### config.mk
export PLATFORM = sky130hd
export DESIGN_NAME = fourteen_to_one_serializer
export DESIGN_NICKNAME = d
export VERILOG_FILES = /design/src/rtl/fourteen_to_one_serializer.sv
export SDC_FILE = /design/constraint.sdc
export NUM_CORES = 1
export LEC_CHECK = 0
export ABC_AREA = 1
export CAP_MARGIN = 5
export CORE_MARGIN = 2
export CORE_UTILIZATION = 48
export CTS_BUF_LIST = sky130_fd_sc_hd__clkbuf_16
export DETAILED_ROUTE_END_ITERATION = 6
export PLACE_DENSITY = 0.82
export RECOVER_POWER = 50
export REMOVE_ABC_BUFFERS = 1
export SETUP_SLACK_MARGIN = 0.2
export SYNTH_ARGS = -nofsm -noshare
export SYNTH_HDL_FRONTEND = slang
export SYNTH_SLANG_ARGS = --single-unit
### constraint.sdc
create_clock -name clock -period 1.5 [get_ports clock]
set_input_delay 0.3 -clock clock [delete_from_list [all_inputs] [get_ports clock]]
set_output_delay 0.3 -clock clock [all_outputs]
set_load 0.02 [all_outputs]
### src/rtl/fourteen_to_one_serializer.sv
// 14-bit parallel-to-serial transmitter: MSB-first frame bracketed by active-low ss,
// with a programmable lead before the first bit and a guaranteed ss-high gap after.
module fourteen_to_one_serializer #(
  parameter int unsigned LEAD_CYCLES = 1,  // 1..15
  parameter int unsigned GAP_CYCLES  = 2   // 1..15
) (
  input  logic        clock,
  input  logic        resetn,
  input  logic        start,
  input  logic [13:0] data_in,
  output logic        ss,
  output logic        data_out,
  output logic        busy,
  output logic        done
);

  typedef enum logic [1:0] {
    IDLE  = 2'd0,
    LEAD  = 2'd1,
    SHIFT = 2'd2,
    GAP   = 2'd3
  } state_t;

  localparam logic [3:0] LEAD_INIT = 4'(LEAD_CYCLES - 1);
  localparam logic [3:0] GAP_INIT  = 4'(GAP_CYCLES - 1);

  state_t      state;
  logic [13:0] shreg;
  logic [3:0]  bit_cnt;
  logic [3:0]  ival_cnt;

  // Outputs are assigned alongside the state transition so they reflect the
  // state being entered, not the one being left.
  always_ff @(posedge clock or negedge resetn) begin
    if (!resetn) begin
      // NOTE: shreg and counters are cleared too, so a frame abandoned by reset
      // leaves nothing behind that could leak into the next one.
      state    <= IDLE;
      shreg    <= '0;
      bit_cnt  <= '0;
      ival_cnt <= '0;
      ss       <= 1'b1;
      data_out <= 1'b0;
      busy     <= 1'b0;
      done     <= 1'b0;
    end else begin
      // NOTE: non-blocking throughout, so every branch reads the pre-edge values
      // of shreg and the counters regardless of statement order.
      done <= 1'b0;
      case (state)
        IDLE: begin
          if (start) begin
            state    <= LEAD;
            shreg    <= data_in;
            ival_cnt <= LEAD_INIT;
            ss       <= 1'b0;
            data_out <= data_in[13];
            busy     <= 1'b1;
          end
        end

        LEAD: begin
          if (ival_cnt == 4'd0) begin
            state   <= SHIFT;
            bit_cnt <= 4'd13;
          end else begin
            ival_cnt <= ival_cnt - 4'd1;
          end
        end

        SHIFT: begin
          shreg   <= {shreg[12:0], 1'b0};
          bit_cnt <= bit_cnt - 4'd1;
          if (bit_cnt == 4'd0) begin
            state    <= GAP;
            ival_cnt <= GAP_INIT;
            ss       <= 1'b1;
            data_out <= 1'b0;
            done     <= 1'b1;
          end else begin
            data_out <= shreg[12];  // bit that becomes shreg[13] after this shift
          end
        end

        GAP: begin
          if (ival_cnt == 4'd0) begin
            state <= IDLE;
            busy  <= 1'b0;
          end else begin
            ival_cnt <= ival_cnt - 4'd1;
          end
        end

        default: begin
          state    <= IDLE;
          ss       <= 1'b1;
          data_out <= 1'b0;
          busy     <= 1'b0;
        end
      endcase
    end
  end

endmodule

==> flow_summary_export.csv, run 1 <==
group,metric,value,unit
synth,post_synth_main_area_contributors,"dfrtp_1 45%, nand2_1 16%, ha_1 6.9%",
detailed_routing,vias,1489,
detailed_routing,drt_pre_antenna_iters,4,
place,place.detailed.hpwl,2210,µm
synth,synthCells,184,
place,placed_area,0.00177,mm²
sta,final.setup.worst_slack,-0.0281,ns
clock_network,clock_path_buffers,2,
floorplanning,start_util,0.518,
synth,ys_seq_area_frac,0.466,
clock_network,clock_latency_late_sink,0.26,ns
detailed_routing,via_per_inst,5.64,
final_layout,design.final.nets,259,
synth,synth-edff-count,0,
floorplanning,die_span_x,59.0,µm
clock_network,clkSlewWorstSetupHoldPaths,0.07,ns
final_layout,diodes,0,
grt,grt.overflow.total,0,
sta,period_utilisation_layout,1.02,
pwr,power-per-cell-area,2610,mW/mm²
clock_network,cts_bufs_inserted,3,
worst_setup_path,worst_setup_path_start_kind,"register",
floorplanning,design.portCount,21,
pwr,leakage_power,1.07,nW
detailed_routing,antenna_violating_nets_post_route,0,
synth,synth.ff_latch_count,27,
outcome,violations,"setup timing",
job,max_cap_viol_count,0,
clock_network,cts.htree.levels,1,
synth,synth_largest_area_cell,"dfrtp_1",
clock_network,cts.sinks,27,
worst_setup_path,critPathMaxFanout,8,
synth,ys.warnings.count,0,
synth,synth_async_sr_flop_share,1.00,
clock_network,root_buffer,"clkbuf_16",
worst_setup_path,setup.worst_path.class,"reg -> reg",
synth,post-synth-top-count-cell,"nand2_1",
hold_path,min-delay-path-class,"in -> async",
floorplanning,dieHeight,59.0,µm
clock_network,ctsHoldBuffers,0,
worst_setup_path,timing.rr.start,"state[0]",
floorplanning,design.core.area,0.00281,mm²
synth,synth_top_flop_cell,"dfrtp_1",
synth,yosys.area.top_type_share,0.448,
sta,worstMarginPinSlew,0.450,ns
detailed_routing,initial_drc_count,114,
sta,fmax,654,MHz
pwr,power.ir.vdd_worst,1.40,mV
final_layout,area_delta_synth_final,62.0,%
worst_setup_path,cp-end-kind,"register",
sta,timing_hold_violations_final,0,
grt,grt_antenna_before_repair,0,
grt,grt_pass1_wl,6330,µm
sta,max_slew_margin,0.700,
pwr,p_total,0.00615,W
final_layout,share_of_layout_cells_above_drive_strength_1,0.373,
outcome,outcome,"finished with violations",
floorplanning,cell_row_count,19,
worst_setup_path,worst_ep_arrival_time,1.67,ns
synth,synth.avg_cell_area,7.89,µm²
final_layout,layout_cell_area_excl_fill,0.00235,mm²
final_layout,n_fill_cell,143,
sta,fin_hold_ws,0.288,ns
place,globalplace.congestion,0.853,
detailed_routing,routedWlPerCell,16.5,µm
detailed_routing,route.detailed.drc,0,
synth,ys_types,19,
sta,setup_viol_count_final,8,
grt,maximum_number_of_pins_on_one_net_before_global_route_repair,18,
place,io_buffers,20,
clock_network,cts_tree,"built",
sta,fin_worst_skew,0.00192,ns
worst_setup_path,launching_instance_or_port_of_the_critical_path,"state[0]",
detailed_routing,finalWirelength,4360,µm
synth,synth.cell_area,0.00145,mm²
sta,grt_setup_unrepaired,"yes",
grt,grt_pass1_vias,1422,
worst_setup_path,worst_ep_required_time,1.64,ns
grt,grt.total_usage,0.242,
sta,period_minus_slack,1.53,ns
synth,synth_common_cells,"63 x nand2_1, 26 x dfrtp_1, 25 x nor2_1",
floorplanning,fp.dieArea,0.00348,mm²
sta,timing.final.max_slew_violations,0,
timing repair:
action	in CTS	in global routing
setup buffers	10	4
resized for setup	54	30
gates cloned	2	2
endpoints found under the setup margin	31	27
hold endpoints to repair	0	0
pin swaps	13	8
metrics by stage:
step / setup TNS, ns / utilization / setup WS [ns] / instances
final: -0.163 / 0.839 / -0.0281 / 264
after global routing: -0.668 / 0.839 / -0.0831 / 264
after CTS: 0 / 0.777 / 0.0215 / 258
after detailed placement: -0.248 / 0.630 / -0.0427 / 242
after global placement: 0 / 0.630 / 0.0286 / 242
after floorplan: -6.70 / - / -0.442 / 178
registers in the layout, summed over array words and instances (netlist names):
signal    cells
ss            1
shreg        13
data_out      1
done          1
busy          1
state         2
ival_cnt      4
bit_cnt       4
cell families (layout without fill, tap and decap cells):
| group | count (synthesis) | count (layout) | synth area share |
|---|---|---|---|
| AO/OA/AOI/OAI | 23 | 23 | 0.0991 |
| flip-flops | 27 | 27 | 0.466 |
| XOR/XNOR | 1 | 1 | 0.00603 |
| AND/OR/NAND/NOR | 104 | 104 | 0.287 |
| adder cells (fa/ha/maj) | 8 | 8 | 0.0689 |
| buffers and inverters | 21 | 70 | 0.0732 |
metal layers:
layer  up-vias  track usage  part of all wire
met5         -            0                 0
met4         0        0.101             0.025
met3        15       0.0371             0.052
met2        69        0.443              0.54
met1       712        0.278              0.39
li1        693            -                 -
final cells by class:
| class | instances | area (µm²) | area share |
|---|---|---|---|
| Inverter | 15 | 63.8 | 0.0271 |
| Timing Repair Buffer | 51 | 579 | 0.246 |
| Clock buffer | 3 | 75.1 | 0.0319 |
| Clock inverter | 1 | 5.00 | 0.00213 |
| Multi-Input combinational cell | 136 | 913 | 0.388 |
| Tap cell | 31 | 38.8 | 0.0165 |
| Sequential cell | 27 | 678 | 0.288 |
cells in the final DEF (no fill, tap or decap), types with 6 or more instances in the layout:
cell and n:
dfrtp_1 25, nor2_2 10, inv_1 9, buf_4 15, nand3_1 6, a31oi_1 11, nor2_1 10, nand2_1 55
clkdlybuf4s50_1 15
report_power, final:
group	internal [W]	switching, W	leakage [nW]	total, W
clock	0.000360	0.000251	0.0409	0.000611
combinational	0.00201	0.00213	0.718	0.00414
sequential	0.00110	0.000300	0.313	0.00140
final timing paths:
check | endpoint | slack [ns] | cells past startpoint
setup / recovery | shreg[1] | -0.03 | 8
hold / removal | bit_cnt[3] | 0.29 | 1
setup reg to reg | shreg[1] | -0.03 | 8
hold reg to reg | busy | 0.53 | 2
max in group asynchronous | state[1] | 0.53 | 2
min in group clock | busy | 0.53 | 2
worst max-delay path: stages, from the launching register on:
cell	delay [ns]
dfrtp_1	0.42
inv_2	0.15
ha_4	0.18
inv_4	0.04
o21ai_4	0.17
buf_12	0.14
buf_12	0.10
buf_16	0.12
a31oi_2	0.08
(Power assumes the default switching activity.)
==> run 2: changes to the inputs <==
--- a/config.mk
+++ b/config.mk
@@ -10,6 +10,7 @@
 export CORE_MARGIN = 2
 export CORE_UTILIZATION = 48
 export CTS_BUF_LIST = sky130_fd_sc_hd__clkbuf_16
+export CTS_CLUSTER_SIZE = 24
 export DETAILED_ROUTE_END_ITERATION = 6
 export PLACE_DENSITY = 0.82
 export RECOVER_POWER = 50
==> results of run 2 <==
Final layout, timing and power as in run 1 (identical DEF).
==> run 3: changes to the inputs <==
--- a/config.mk
+++ b/config.mk
@@ -19,3 +19,4 @@
 export SYNTH_ARGS = -nofsm -noshare
 export SYNTH_HDL_FRONTEND = slang
 export SYNTH_SLANG_ARGS = --single-unit
+export TNS_END_PERCENT = 100
==> results of run 3 <==
Final layout, timing and power as in run 1 (identical DEF).
==> edit (settings of run 3) <==
Re-encode `state_t` (4 states) as one-hot, 4 bits wide.
--- a/src/rtl/fourteen_to_one_serializer.sv
+++ b/src/rtl/fourteen_to_one_serializer.sv
@@ -14,11 +14,11 @@
   output logic        done
 );
 
-  typedef enum logic [1:0] {
-    IDLE  = 2'd0,
-    LEAD  = 2'd1,
-    SHIFT = 2'd2,
-    GAP   = 2'd3
+  typedef enum logic [3:0] {
+    IDLE  = 4'b0001,
+    LEAD  = 4'b0010,
+    SHIFT = 4'b0100,
+    GAP   = 4'b1000
   } state_t;
 
   localparam logic [3:0] LEAD_INIT = 4'(LEAD_CYCLES - 1);
Function: no difference found for any inputs over 10 cycles, from zero or initial values and one cycle with resetn low; not proved beyond that.
==> edit against run 3 <==
  * The run still ends with setup timing left
  * Final area is 7.5% higher
  * Routed wire length is 11% higher
  * Power is 8.4% lower
  * Worst hold slack better by 0.19 ns
  * Sequential cell count is 2 higher
  * Combinational power is 25% lower
  * Global-route usage is 0.25 points lower
  * Area after synthesis is 18% higher
  * Core utilization is 9.3 points lower
  * Highest routed layer unchanged
  * Setup slack worse by 0.024 ns
  * Largest cell class unchanged
==> edit: results (changes against run 3) <==
Final Setup Violations: 4 (was 8)
Final WS setup: -0.0525 ns (was -0.0281 ns)
CP top delay family: simple AND/OR/NAND/NOR gates (was buffers and inverters)
fraction of area in multi-input gates: 39.7% (was 38.8%)
Final clock-cell share: 6.43% (was 3.40%)
Final Wtd Congestion: 0.837 (was 0.853)
WL met3: 260 um (was 227 um)
min-delay worst type: register to register (was input port to asynchronous set/reset pin)
sequential share of the synthesized area: 42.3% (was 46.6%)
Non-clk invs: 28 (was 15)
post-CTS resize count: 31 (was 54)
CTS H-tree lvls: 2 (was 1)
routed length on met2: 2.43 mm (was 2.34 mm)
largest net degree at the start of global routing: 30 (was 18)
Post-Synth Adder-Cell Area: 2.18% (was 6.89%)
Data buffer area share: 18.6% (was 24.6%)
DR vias/cell: 5.31 (was 5.64)
multi-input gates: 151 (was 136)
Nets: 282 (was 259)
DR iter-0 viols: 98 (was 114)
reg-to-reg endpoint: ival_cnt[0]$_DFFE_PN0P_ (was shreg[1]$_DFFE_PN0P_)
post-synthesis compound-gate area fraction: 13.7% (was 9.91%)
Post-Synth XOR/XNOR Area: 0.509% (was 0.603%)
first-pass GRT wire length: 7.34 mm (was 6.33 mm)
failing checks: setup timing (unchanged)
LEAKAGE: 1.23 nW (was 1.07 nW)
critical path capture point: ival_cnt[0]$_DFFE_PN0P_ (was shreg[1]$_DFFE_PN0P_)
Netlist cell types: 25 (was 19)
filler instances: 203 (was 143)
bufs w/o clock: 47 (was 51)
Reg clk slew, reported paths: 0.05 ns (was 0.07 ns)
Routed WL: 4.83 mm (was 4.36 mm)
largest stage delay on the critical path: 0.60 ns (was 0.42 ns)
share of layout cells above drive strength 1: 38.8% (was 37.3%)
Switch Pwr: 0.00246 W (was 0.00268 W)
largest cells by area after synthesis: dfrtp_1 39%, nand2_1 13%, o21ai_2 8.7% (was dfrtp_1 45%, nand2_1 16%, ha_1 6.9%)
All-Layer GR Usage: 23.9% (was 24.2%)
origin of the worst setup path: state[0]$_DFFE_PN1P_ (was state[0]$_DFFE_PN0P_)
outcome: finished with violations (unchanged)
met3 global-route usage: 5.81% (was 3.71%)
Worst-Skew Late Latency: 0.28 ns (was 0.26 ns)
Arrival @ worst endpoint: 1.72 ns (was 1.67 ns)
==> edit: cell types whose count changed after synthesis, sizes merged, moves of 2 or more <==
cell / run 3 / this run
inv: 15 / 28
or2: 2 / 0
ha: 8 / 3
nand4: 3 / 1
nor2: 25 / 22
a31oi: 14 / 0
o21ai: 7 / 31
nand2: 63 / 73
==> edit: metrics by stage <==
step                      setup TNS, ns  instances  setup WS [ns]  instance area, sq um  power (W)
after floorplan                       0        204         0.0811                  1640    0.00295
after global placement                0        277         0.0574                  1970    0.00340
after detailed placement              0        277        0.00925                  1970    0.00346
after CTS                             0        301         0.0322                  2400    0.00515
after global routing             -0.374        309         -0.117                  2530    0.00593
final                            -0.133        309        -0.0525                  2530    0.00563
==> edit: power groups by stage <==
stage          Sequential (W)  Combinational [W]  Clock (W)
3_5_place_dp          0.00136            0.00210          0
6_report              0.00140            0.00310    0.00113
2_1_floorplan         0.00136            0.00159          0
3_3_place_gp          0.00135            0.00205          0
4_1_cts               0.00138            0.00264    0.00113
5_1_grt               0.00143            0.00334    0.00116
==> edit: worst min path at each step <==
stage	endpoint	slack, ns
2_1_floorplan	bit_cnt[0]$_DFFE_PN0P_	0.004
3_5_place_dp	ival_cnt[0]$_DFFE_PN0P_	0.46
3_3_place_gp	ival_cnt[0]$_DFFE_PN0P_	0.46
4_1_cts	done$_DFF_PN0_	0.39
6_report	ss$_DFFE_PN1P_	0.48
5_1_grt	ss$_DFFE_PN1P_	0.51
==> edit: worst register-to-register path: stages, from the launching register on <==
cell	delay, ns
dfstp_2	0.60
buf_6	0.13
inv_1	0.06
nand2_1	0.11
nor2_2	0.08
nor2_1	0.14
nand2_2	0.12
nand3_1	0.12
nand2_1	0.07
